==> config.mk <==
export PLATFORM = sky130hd
export DESIGN_NAME = wb_rr_arbiter_flat
export DESIGN_NICKNAME = d
export VERILOG_FILES = /design/src/rtl/wb_rr_arbiter_pkg.sv /design/src/rtl/wb_rr_arbiter_if.sv /design/src/rtl/wb_rr_arbiter_rr_pick.sv /design/src/rtl/wb_rr_arbiter.sv /design/src/flat_wrapper.sv
export SDC_FILE = /design/constraint.sdc
export NUM_CORES = 1
export LEC_CHECK = 0
export ABC_AREA = 1
export BUFFER_PORTS_ARGS = -buffer_cell sky130_fd_sc_hd__buf_4
export CORE_AREA = 5 5 173 175
export DETAILED_ROUTE_END_ITERATION = 10
export DIE_AREA = 0 0 178 180
export PLACE_DENSITY = 0.49
export SYNTH_ARGS = -nofsm -noshare
export SYNTH_HDL_FRONTEND = slang
export SYNTH_HIERARCHICAL = 1
export SYNTH_SLANG_ARGS = --single-unit
==> constraint.sdc <==
create_clock -name sys_clk -period 4.3 [get_ports sys_clk]
set_input_delay 0.43 -clock sys_clk [delete_from_list [all_inputs] [get_ports sys_clk]]
set_output_delay 0.43 -clock sys_clk [all_outputs]
set_load 0.01 [all_outputs]
==> src/rtl/wb_rr_arbiter_pkg.sv <==
// Shared definitions for the Wishbone round-robin arbiter: CTI codes and FSM state encodings.
package wb_rr_arbiter_pkg;

  typedef logic [2:0] wb_cti_t;

  localparam wb_cti_t WB_CTI_CLASSIC = 3'b000;
  localparam wb_cti_t WB_CTI_INCR    = 3'b010;
  localparam wb_cti_t WB_CTI_END     = 3'b111;

  typedef logic [1:0] arb_state_t;

  localparam arb_state_t ST_IDLE  = 2'd0;
  localparam arb_state_t ST_BUSY  = 2'd1;
  localparam arb_state_t ST_ABORT = 2'd2;

endpackage

==> src/rtl/wb_rr_arbiter_if.sv <==
// Bus bundle for the arbiter: the packed master-side request ports and the single slave port.
// The "slave" modport is the face the arbiter shows to the masters, "master" the face it shows
// to the shared slave.
interface wb_rr_arbiter_if #(parameter int NMASTERS = 4);
  import wb_rr_arbiter_pkg::*;

  logic [NMASTERS*32-1:0] m_adr_i;
  logic [NMASTERS*32-1:0] m_dat_i;
  logic [31:0]            m_dat_o;
  logic [NMASTERS*4-1:0]  m_sel_i;
  logic [NMASTERS*3-1:0]  m_cti_i;
  logic [NMASTERS-1:0]    m_we_i;
  logic [NMASTERS-1:0]    m_cyc_i;
  logic [NMASTERS-1:0]    m_stb_i;
  logic [NMASTERS-1:0]    m_ack_o;
  logic [NMASTERS-1:0]    m_err_o;

  logic [31:0]            s_adr_o;
  logic [31:0]            s_dat_o;
  logic [3:0]             s_sel_o;
  wb_cti_t                s_cti_o;
  logic                   s_we_o;
  logic                   s_cyc_o;
  logic                   s_stb_o;
  logic [31:0]            s_dat_i;
  logic                   s_ack_i;

  modport slave (
    input  m_adr_i, m_dat_i, m_sel_i, m_cti_i, m_we_i, m_cyc_i, m_stb_i,
    output m_dat_o, m_ack_o, m_err_o
  );

  modport master (
    output s_adr_o, s_dat_o, s_sel_o, s_cti_o, s_we_o, s_cyc_o, s_stb_o,
    input  s_dat_i, s_ack_i
  );

endinterface

==> src/rtl/wb_rr_arbiter_rr_pick.sv <==
// Combinational round-robin picker: first eligible requester at or after ptr, wrapping around.
module wb_rr_arbiter_rr_pick
  import wb_rr_arbiter_pkg::*;
#(
  parameter int N  = 4,
  parameter int PW = 2
) (
  input  logic [N-1:0]  req,
  input  logic [PW-1:0] ptr,
  input  logic [N-1:0]  mask,
  output logic [N-1:0]  grant,
  output logic          valid
);

  logic [N-1:0] elig;

  assign elig = req & mask;

  // Scan ptr..N-1 first, then wrap and scan 0..ptr-1; the first hit wins
  always_comb begin
    grant = '0;
    valid = 1'b0;
    for (int j = 0; j < N; j++) begin
      if (!valid && elig[j] && (PW'(j) >= ptr)) begin
        grant[j] = 1'b1;
        valid    = 1'b1;
      end
    end
    for (int j = 0; j < N; j++) begin
      if (!valid && elig[j]) begin
        grant[j] = 1'b1;
        valid    = 1'b1;
      end
    end
  end

endmodule

==> src/rtl/wb_rr_arbiter.sv <==
// Round-robin arbiter sharing one Wishbone slave among NMASTERS masters, with a stall watchdog.
// A grant is held for the whole bus cycle (bursts included) until the granted master drops cyc.
module wb_rr_arbiter
  import wb_rr_arbiter_pkg::*;
#(
  parameter int NMASTERS = 4,
  parameter int TIMEOUT  = 1024
) (
  input  logic                sys_clk,
  input  logic                sys_rst,
  wb_rr_arbiter_if.slave      m_bus,
  wb_rr_arbiter_if.master     s_bus,
  output logic [NMASTERS-1:0] grant_o,
  output logic                timeout_irq
);

  localparam int PW = $clog2(NMASTERS);
  localparam int WW = (TIMEOUT > 0) ? $clog2(TIMEOUT + 1) : 1;
  localparam logic [WW-1:0] WD_LAST = (TIMEOUT > 0) ? WW'(TIMEOUT - 1) : '0;
  localparam logic [WW-1:0] WD_MAX  = WW'(TIMEOUT);
  localparam bit WD_EN = (TIMEOUT > 0);

  arb_state_t          state;
  logic [NMASTERS-1:0] grant;
  logic [PW-1:0]       ptr;
  logic [WW-1:0]       wdog;

  logic [PW-1:0]       g_idx;
  logic [PW-1:0]       next_ptr;
  logic                busy;
  logic                g_cyc;
  logic                g_stb;
  logic                s_cyc;
  logic                s_stb;
  logic                stall;
  logic [PW-1:0]       pick_ptr;
  logic [NMASTERS-1:0] pick_mask;
  logic [NMASTERS-1:0] pick_grant;
  logic                pick_valid;

  logic [31:0]         mux_adr;
  logic [31:0]         mux_dat;
  logic [3:0]          mux_sel;
  wb_cti_t             mux_cti;
  logic                mux_we;

  // Turn the one-hot grant into an index so the pointer can advance past the owner
  always_comb begin
    g_idx = '0;
    for (int k = 0; k < NMASTERS; k++) begin
      if (grant[k]) g_idx = PW'(k);
    end
  end

  assign next_ptr = (g_idx == PW'(NMASTERS - 1)) ? '0 : g_idx + PW'(1);

  assign busy  = (state == ST_BUSY);
  assign g_cyc = |(m_bus.m_cyc_i & grant);
  assign g_stb = |(m_bus.m_stb_i & grant);
  assign s_cyc = busy & g_cyc;
  assign s_stb = busy & g_cyc & g_stb;
  assign stall = s_stb & ~s_bus.s_ack_i;

  // On release the search starts after the old owner and skips it; from IDLE it uses the pointer
  always_comb begin
    pick_ptr  = ptr;
    pick_mask = '1;
    if (busy) begin
      pick_ptr  = next_ptr;
      pick_mask = ~grant;
    end
  end

  wb_rr_arbiter_rr_pick #(
    .N  (NMASTERS),
    .PW (PW)
  ) u_pick (
    .req   (m_bus.m_cyc_i),
    .ptr   (pick_ptr),
    .mask  (pick_mask),
    .grant (pick_grant),
    .valid (pick_valid)
  );

  // Route the granted master's request fields to the slave; nothing is driven without a grant
  always_comb begin
    mux_adr = '0;
    mux_dat = '0;
    mux_sel = '0;
    mux_cti = WB_CTI_CLASSIC;
    mux_we  = 1'b0;
    for (int k = 0; k < NMASTERS; k++) begin
      if (grant[k]) begin
        mux_adr = m_bus.m_adr_i[32*k +: 32];
        mux_dat = m_bus.m_dat_i[32*k +: 32];
        mux_sel = m_bus.m_sel_i[4*k +: 4];
        mux_cti = m_bus.m_cti_i[3*k +: 3];
        mux_we  = m_bus.m_we_i[k];
      end
    end
  end

  assign s_bus.s_adr_o = mux_adr;
  assign s_bus.s_dat_o = mux_dat;
  assign s_bus.s_sel_o = mux_sel;
  assign s_bus.s_cti_o = mux_cti;
  assign s_bus.s_we_o  = mux_we;
  assign s_bus.s_cyc_o = s_cyc;
  assign s_bus.s_stb_o = s_stb;

  assign m_bus.m_dat_o = s_bus.s_dat_i;
  assign m_bus.m_ack_o = {NMASTERS{busy & s_bus.s_ack_i}} & grant;
  assign m_bus.m_err_o = {NMASTERS{state == ST_ABORT}} & grant;
  assign timeout_irq   = (state == ST_ABORT);
  assign grant_o       = grant;

  // Arbitration FSM: grant from IDLE, hand over or release from BUSY, one-cycle ABORT on stall
  always_ff @(posedge sys_clk or posedge sys_rst) begin
    if (sys_rst) begin
      state <= ST_IDLE;
      grant <= '0;
      ptr   <= '0;
      wdog  <= '0;
    end else begin
      case (state)
        ST_IDLE: begin
          wdog <= '0;
          if (pick_valid) begin
            grant <= pick_grant;
            state <= ST_BUSY;
          end
        end
        ST_BUSY: begin
          if (!g_cyc) begin
            ptr  <= next_ptr;
            wdog <= '0;
            if (pick_valid) begin
              grant <= pick_grant;
            end else begin
              grant <= '0;
              state <= ST_IDLE;
            end
          end else if (stall) begin
            if (WD_EN && (wdog == WD_LAST)) state <= ST_ABORT;
            if (wdog != WD_MAX) wdog <= wdog + WW'(1);
          end else begin
            wdog <= '0;
          end
        end
        ST_ABORT: begin
          grant <= '0;
          ptr   <= next_ptr;
          wdog  <= '0;
          state <= ST_IDLE;
        end
        default: begin
          grant <= '0;
          wdog  <= '0;
          state <= ST_IDLE;
        end
      endcase
    end
  end

endmodule

==> src/flat_wrapper.sv <==
// flat-port wrapper written by rule: the top's interface ports become plain ports
module wb_rr_arbiter_flat import wb_rr_arbiter_pkg::*;
#(
  parameter int NMASTERS = 4,
  parameter int TIMEOUT  = 1024
)
  (sys_clk, sys_rst, grant_o, timeout_irq, m_bus_m_adr_i, m_bus_m_dat_i, m_bus_m_sel_i, m_bus_m_cti_i, m_bus_m_we_i, m_bus_m_cyc_i, m_bus_m_stb_i, m_bus_m_dat_o, m_bus_m_ack_o, m_bus_m_err_o, s_bus_s_adr_o, s_bus_s_dat_o, s_bus_s_sel_o, s_bus_s_cti_o, s_bus_s_we_o, s_bus_s_cyc_o, s_bus_s_stb_o, s_bus_s_dat_i, s_bus_s_ack_i);
  wb_rr_arbiter_if #(.NMASTERS(NMASTERS)) m_bus_i ();
  wb_rr_arbiter_if #(.NMASTERS(NMASTERS)) s_bus_i ();
  input  logic sys_clk;
  input  logic sys_rst;
  output logic [NMASTERS-1:0] grant_o;
  output logic timeout_irq;
  input wire logic [$bits(m_bus_i.m_adr_i)-1:0] m_bus_m_adr_i;
  input wire logic [$bits(m_bus_i.m_dat_i)-1:0] m_bus_m_dat_i;
  input wire logic [$bits(m_bus_i.m_sel_i)-1:0] m_bus_m_sel_i;
  input wire logic [$bits(m_bus_i.m_cti_i)-1:0] m_bus_m_cti_i;
  input wire logic [$bits(m_bus_i.m_we_i)-1:0] m_bus_m_we_i;
  input wire logic [$bits(m_bus_i.m_cyc_i)-1:0] m_bus_m_cyc_i;
  input wire logic [$bits(m_bus_i.m_stb_i)-1:0] m_bus_m_stb_i;
  output wire logic [$bits(m_bus_i.m_dat_o)-1:0] m_bus_m_dat_o;
  output wire logic [$bits(m_bus_i.m_ack_o)-1:0] m_bus_m_ack_o;
  output wire logic [$bits(m_bus_i.m_err_o)-1:0] m_bus_m_err_o;
  output wire logic [$bits(s_bus_i.s_adr_o)-1:0] s_bus_s_adr_o;
  output wire logic [$bits(s_bus_i.s_dat_o)-1:0] s_bus_s_dat_o;
  output wire logic [$bits(s_bus_i.s_sel_o)-1:0] s_bus_s_sel_o;
  output wire logic [$bits(s_bus_i.s_cti_o)-1:0] s_bus_s_cti_o;
  output wire logic [$bits(s_bus_i.s_we_o)-1:0] s_bus_s_we_o;
  output wire logic [$bits(s_bus_i.s_cyc_o)-1:0] s_bus_s_cyc_o;
  output wire logic [$bits(s_bus_i.s_stb_o)-1:0] s_bus_s_stb_o;
  input wire logic [$bits(s_bus_i.s_dat_i)-1:0] s_bus_s_dat_i;
  input wire logic [$bits(s_bus_i.s_ack_i)-1:0] s_bus_s_ack_i;
  assign m_bus_i.m_adr_i = m_bus_m_adr_i;
  assign m_bus_i.m_dat_i = m_bus_m_dat_i;
  assign m_bus_i.m_sel_i = m_bus_m_sel_i;
  assign m_bus_i.m_cti_i = m_bus_m_cti_i;
  assign m_bus_i.m_we_i = m_bus_m_we_i;
  assign m_bus_i.m_cyc_i = m_bus_m_cyc_i;
  assign m_bus_i.m_stb_i = m_bus_m_stb_i;
  assign m_bus_m_dat_o = m_bus_i.m_dat_o;
  assign m_bus_m_ack_o = m_bus_i.m_ack_o;
  assign m_bus_m_err_o = m_bus_i.m_err_o;
  assign s_bus_s_adr_o = s_bus_i.s_adr_o;
  assign s_bus_s_dat_o = s_bus_i.s_dat_o;
  assign s_bus_s_sel_o = s_bus_i.s_sel_o;
  assign s_bus_s_cti_o = s_bus_i.s_cti_o;
  assign s_bus_s_we_o = s_bus_i.s_we_o;
  assign s_bus_s_cyc_o = s_bus_i.s_cyc_o;
  assign s_bus_s_stb_o = s_bus_i.s_stb_o;
  assign s_bus_i.s_dat_i = s_bus_s_dat_i;
  assign s_bus_i.s_ack_i = s_bus_s_ack_i;
  wb_rr_arbiter #(.NMASTERS(NMASTERS), .TIMEOUT(TIMEOUT)) u_core (.sys_clk(sys_clk), .sys_rst(sys_rst), .m_bus(m_bus_i), .s_bus(s_bus_i), .grant_o(grant_o), .timeout_irq(timeout_irq));
endmodule
-- Word level (Yosys, flattened, before mapping)
Index checks and enable logic that the tools add are counted.
- add/sub/neg operators: 2
- $lt $le $gt $ge: 4
- equal/unequal tests: 11
- muxes and demuxes: 57
- bitwise gates (word level): 11
- reduce and logical (&&, ||, !) cells: 25
- operators with widths (cell ; number):
    32-bit two-way mux ; 8
    11-bit two-way mux ; 4
    4-bit two-way mux ; 8
    4-bit AND ; 5
    1-bit two-way mux ; 20
    2-bit two-way mux ; 10
    3-bit two-way mux ; 4
    11-bit by 1-bit adder with 11-bit output (second input constant) ; 1
    11-bit by 10-bit equality test with 1-bit output (second input constant) ; 1
    1-bit logical AND ; 11
    11-bit inequality test (second input constant) ; 1
    3-bit inequality test (second input constant) ; 3
    2-bit case mux with 2 select lines ; 2
    4-bit case mux with 2 select lines ; 1
    4-bit OR reduction ; 2
    1-bit zero test ; 7
    1-bit AND ; 4
    2-bit equality test (second input constant) ; 2
    1-bit by 2-bit >= comparator with 1-bit output (first input constant) ; 2
    2-bit >= comparator (first input constant) ; 2
    4-bit inequality test (second input constant) ; 1
    4-bit inverter ; 1
    2-bit AND reduction ; 2
    4-bit AND reduction ; 1
    7 further kinds ; 7
- register bits: 19
- output and inout port bits: 119
- word-level logic and storage cells: 114

-- Depth between registers and ports, before layout
- depth after elaboration: 36
- gate-level depth with buffers: 18

-- By module
Netlist, hierarchy kept.
- by module, submodules not included (module ; instances ; cells an instance ; area each (µm²) ; sequential area each (µm²)):
    wb_rr_arbiter ; 1 ; 668 ; 3508.4 ; 475.5
    wb_rr_arbiter_rr_pick ; 1 ; 25 ; 131.4 ; 0.0

-- Worst setup path after synthesis
No wires, ideal clock.
- kind: register to register
- start point: register u_core.grant[1] (netlist: u_core/grant_o[1])
- end point: register u_core.grant[1] (netlist: u_core/grant_o[1])
- library setup time: 0.083 ns
- arrival time: 2.083 ns
- setup slack: 2.134 ns
- stages on the path, launching flop included: 16
- path buffers: 1
- clock period less this slack: 2.166 ns
- path through: dfrtp_1 > inv_1 > nor2_4 > buf_2 > nor2_1 > nand2_1 > o21ai_0 > nor2_1 > nand2_2 > nand3_2 > nor2_4 > nand4_1 > inv_1 > a21oi_1 > nand3_1 > o21ai_0
- longest elaborated chain between the ends: 36
- RTL lines (what ; line ; text):
    start, declared ; wb_rr_arbiter.sv:24 ; logic [NMASTERS-1:0] grant;
    start signal, assigned ; wb_rr_arbiter.sv:129 ; grant <= pick_grant;
    start signal, assigned ; wb_rr_arbiter.sv:138 ; grant <= pick_grant;
    1-bit two-way mux (*) ; wb_rr_arbiter.sv:51 ; if (grant[k]) g_idx = PW'(k);
    2-bit two-way mux (*) (2 in a row) ; wb_rr_arbiter.sv:51 ;
    2-bit by 1-bit adder with 2-bit output or 2-bit equality test (tied branches) ; wb_rr_arbiter.sv:55 ; assign next_ptr = (g_idx == PW'(NMASTERS - 1)) ? '0 : g_idx + PW'(1);
    2-bit two-way mux (*) ; wb_rr_arbiter.sv:55 ;
    2-bit two-way mux (*) ; wb_rr_arbiter.sv:68 ; if (busy) begin
    via u_core.pick_ptr[0] ; wb_rr_arbiter.sv:36 ; logic [PW-1:0] pick_ptr;
    1-bit by 2-bit >= comparator with 1-bit output ; wb_rr_arbiter_rr_pick.sv:24 ; if (!valid && elig[j] && (PW'(j) >= ptr)) begin
    1-bit logical AND ; wb_rr_arbiter_rr_pick.sv:24 ;
    [21 not listed] ; n/a ;
    1-bit two-way mux (*) ; wb_rr_arbiter_rr_pick.sv:30 ; if (!valid && elig[j]) begin
    1-bit zero test ; wb_rr_arbiter_rr_pick.sv:30 ;
    1-bit logical AND ; wb_rr_arbiter_rr_pick.sv:30 ;
    1-bit two-way mux (*) ; wb_rr_arbiter_rr_pick.sv:30 ;
    via u_core.pick_valid ; wb_rr_arbiter.sv:39 ; logic pick_valid;
    4-bit two-way mux ; wb_rr_arbiter.sv:137 ; if (pick_valid) begin
    4-bit two-way mux ; wb_rr_arbiter.sv:134 ; if (!g_cyc) begin
    4-bit case mux with 2 select lines ; wb_rr_arbiter.sv:125 ; case (state)
Mark *: on every way through the listed nets, which the timed path passes. The rest lies on a longest branch. The select of a mux whose other input is x is not followed.
A chain may end at the register's enable or synchronous reset.

-- Worst setup path in the final report
- start point: register u_core.grant[2] (netlist: u_core/grant_o[2])
- end point: output s_bus_s_sel_o[3]
- longest elaborated chain between the ends: 2
- RTL lines (what ; line ; text):
    4-bit two-way mux (2 in a row) ; wb_rr_arbiter.sv:93 ; if (grant[k]) begin
    end, declared ; flat_wrapper.sv:26 ; output wire logic [$bits(s_bus_i.s_sel_o)-1:0] s_bus_s_sel_o;
Every way passes these cells.

==> flow_metrics.env <==
export IMPL_synth_top_cell_area_share=0.201
export IMPL_timing_max_transition_violations_final=0
export IMPL_grtUsageMet3=0.0282
export IMPL_use_met2=0.224
export IMPL_routed_via_count=5599
export IMPL_reg2reg_depth=13
export IMPL_grt_antenna_before_repair=0
export IMPL_gp_congestion=0.856
export IMPL_chipHeight_um=180
export IMPL_outcome="completed"
export IMPL_worst_setup_hold_path_clk_slew_ns=0.06
export IMPL_placement_io_buffers=385
export IMPL_initial_core_util=0.129
export IMPL_cts_buffers=3
export IMPL_floorplan_die_width_um=178
export IMPL_async_flop_share=1.00
export IMPL_yosysMostFrequentCell="sky130_fd_sc_hd__nand2_1"
export IMPL_internal_power_w=0.00188
export IMPL_power_frac_clock=0.048
export IMPL_globalRoute_busiestLayer="met2"
export IMPL_seq_power_share=0.089
export IMPL_synth_cells=693
export IMPL_critical_path_reg2reg_startpoint="u_core/grant_o[3]$_DFFE_PP0P_"
export IMPL_met1_usage=0.158
export IMPL_htree_num_levels=1
export IMPL_dpl_worst_slack_ns=1.32
export IMPL_boundaryPins=450
export IMPL_netlist_top_cell_by_area="sky130_fd_sc_hd__nand2_1"
export IMPL_floorplan_die_area_um2=32000
export IMPL_detail_route_wl_per_cell_um=15.6
export IMPL_post_layout_total_power_w=0.00408
export IMPL_setup_tns_final_ns=0
export IMPL_cts_hold_repair_buffers=0
export IMPL_layout_worst_path_cycle_share=0.747
export IMPL_post_cts_resize_count=0
export IMPL_switching_share=0.538
export IMPL_first_global_vias=5646
export IMPL_yosys_register_bits=19
export IMPL_mappedNetlistArea_um2=3640
export IMPL_clock_sink_count=19
export IMPL_cap_violations=0
export IMPL_coreArea_um2=28300
export IMPL_post_synth_num_cell_types=26
export IMPL_final_antenna_net_count=0
export IMPL_detailed_place_hpwl_um=18100
export IMPL_synth_seq_area_share=0.131
export IMPL_ctsRootBufferMaster="sky130_fd_sc_hd__clkbuf_16"
export IMPL_timing_final_ws_setup_ns=1.09
export IMPL_worst_skew_pair_late_latency_ns=0.25
export IMPL_yosys_top_cells_area="sky130_fd_sc_hd__nand2_1, sky130_fd_sc_hd__dfrtp_1, sky130_fd_sc_hd__nand3_1, sky130_fd_sc_hd__a21oi_1, sky130_fd_sc_hd__inv_1"
export IMPL_p_comb_frac=0.863
export IMPL_power_density_nw_per_um2=611
export IMPL_cp_required_ns=3.87
export IMPL_drt_wl_total_um=21900
export IMPL_synth_edf_count=0
export IMPL_setup_worst_path_end="s_bus_s_sel_o[3]"
export IMPL_dr_first_iter_drc_count=277
export IMPL_worst_r2r_setup_slack_ns=1.37
export IMPL_endpoint_kind="output port"
export IMPL_critPathLaunch="u_core/grant_o[2]$_DFFE_PP0P_"
export IMPL_grt_first_pass_wirelength_um=32300
export IMPL_global_route_usage_total=0.125
export IMPL_timing_rr_end="u_core/grant_o[3]$_DFFE_PP0P_"
export IMPL_clock_tree_from_tritoncts="built"
export IMPL_worst_setup_path_type="reg -> out"
export IMPL_finalSetupViolations=0
export IMPL_timing_hold_worst_class="in -> async"
export IMPL_post_route_cells_drive_above_1_share=0.406
export IMPL_crit_path_max_fanout=44
export IMPL_cts_root_to_sink_buffers=2
export IMPL_synth_nets=1026
export IMPL_diodes_inserted=0
export IMPL_row_cnt=62
export IMPL_vias_per_cell=4.00
export IMPL_detailedRoute_firstPassIterationCount=6
export IMPL_cts_repair_timing_setup_buffer_count=0
export IMPL_max_slew_margin_rel=0.382
export IMPL_timing_final_hold_violations=0
export IMPL_timing_clock_skew_ns=0.00415
export IMPL_grt_overflow=0
export IMPL_slew_at_the_pin_closest_to_its_max_slew_limit_ns=0.927
export IMPL_timing_critical_path_arrival_ns=2.78
export IMPL_dominantRegCellSynth="sky130_fd_sc_hd__dfrtp_1"
export IMPL_worst_setup_path_start_kind="flop"
export IMPL_total_leakage_power_nw=3.65
export IMPL_synth_warning_count=6
export IMPL_grt_setup_unrepaired="false"
export IMPL_synth_common_cells="sky130_fd_sc_hd__nand2_1, sky130_fd_sc_hd__inv_1, sky130_fd_sc_hd__nand3_1, sky130_fd_sc_hd__a21oi_1, sky130_fd_sc_hd__o21ai_1"
export IMPL_finalWorstPathRequiredPeriod_ns=3.21
export IMPL_max_vdd_ir_drop_mv=0.215
export IMPL_power_switching_w=0.00220
export IMPL_clock_fmax_mhz=311
export IMPL_synthesis_area_per_instance_um2=5.25
export IMPL_design_final_nets=1350
export IMPL_maximum_number_of_pins_on_one_net_before_global_route_repair=46
export IMPL_drc=0
export IMPL_area_growth_syn_to_fin_pct=83.4
==> worst max-delay path, stage by stage, from the launching register on <==
cell and delay, ns:
sky130_fd_sc_hd__dfrtp_2 0.89, sky130_fd_sc_hd__buf_4 0.58, sky130_fd_sc_hd__nor3_4 0.09, sky130_fd_sc_hd__buf_4 0.27
sky130_fd_sc_hd__nand2_1 0.11, sky130_fd_sc_hd__nand3_1 0.17, sky130_fd_sc_hd__o21ai_1 0.13, sky130_fd_sc_hd__inv_1 0.06
sky130_fd_sc_hd__buf_4 0.14
==> area by class of cell <==
class | count | area (um2)
inverters | 98 | 368
well taps | 384 | 480
clock buffers | 3 | 75.1
flip-flops and latches | 19 | 478
repair buffers | 392 | 2940
fillers | 3283 | 21600
multi-input cells | 503 | 2330
clock inverters | 1 | 5.00
==> registers in the layout (all words and copies together), names as in the netlist <==
register / count
u_core/state: 2
u_core/wdog: 11
u_core/grant_o: 4
u_core/ptr: 2
==> logic make-up after synthesis <==
| group | count (synthesis) | synth area share |
|---|---|---|
| buffers and inverters | 171 | 0.230 |
| DFF | 19 | 0.131 |
| AOI/OAI and AO/OA | 164 | 0.230 |
| adders and majority gates | 2 | 0.00687 |
| xor gates and xnor gates | 2 | 0.00481 |
| and+or+nand+nor | 335 | 0.398 |
==> layout by cell type, fill, tap and decap left out, drive strengths merged <==
| cell | count |
|---|---|
| buf | 392 |
| nand2 | 198 |
| inv | 98 |
| nand3 | 84 |
| o21ai | 83 |
| a21oi | 81 |
| nor2 | 37 |
| dfrtp | 19 |
| nor3 | 7 |
| nand4 | 5 |
| nor3b | 4 |
| clkbuf | 3 |
| ha | 2 |
| clkinv | 1 |
| xnor2 | 1 |
| xor2 | 1 |
==> per-stage QoR <==
stage	hold slack (ns)	cells	instance area, um2	utilization
5_1_grt	0.411	1400	6680	0.236
3_3_place_gp	0.524	1396	6600	0.233
2_1_floorplan	0.381	693	3640	-
6_report	0.342	1400	6680	0.236
4_1_cts	0.383	1400	6680	0.236
3_5_place_dp	0.534	1396	6600	0.233
==> layer usage <==
| layer | wire length [um] | up-vias |
|---|---|---|
| li1 | - | 2830 |
| met1 | 9020 | 2502 |
| met2 | 10800 | 251 |
| met3 | 1860 | 16 |
| met4 | 193 | 0 |
| met5 | 0 | - |
==> worst min-delay path by stage <==
stage	from	to	slack [ns]	cells after the start
detailed placement	u_core/ptr[1]$_DFFE_PP0P_	u_core/ptr[1]$_DFFE_PP0P_	0.53	2
global route	sys_rst	u_core/wdog[10]$_DFFE_PP0P_	0.41	2
finish	sys_rst	u_core/wdog[10]$_DFFE_PP0P_	0.34	2
global placement	u_core/ptr[0]$_DFFE_PP0P_	u_core/ptr[0]$_DFFE_PP0P_	0.52	2
CTS	sys_rst	u_core/wdog[9]$_DFFE_PP0P_	0.38	2
floorplan	sys_rst	u_core/grant_o[0]$_DFFE_PP0P_	0.38	1
==> power groups by stage <==
stage          combinational, W  sequential, W  clock (W)
6_report                0.00352       0.000362   0.000196
5_1_grt                 0.00392       0.000376   0.000208
4_1_cts                 0.00358       0.000364   0.000198
3_5_place_dp            0.00357       0.000368          0
3_3_place_gp            0.00358       0.000369          0
2_1_floorplan           0.00204       0.000249          0
No activity file was read; power rests on OpenSTA's default activity.
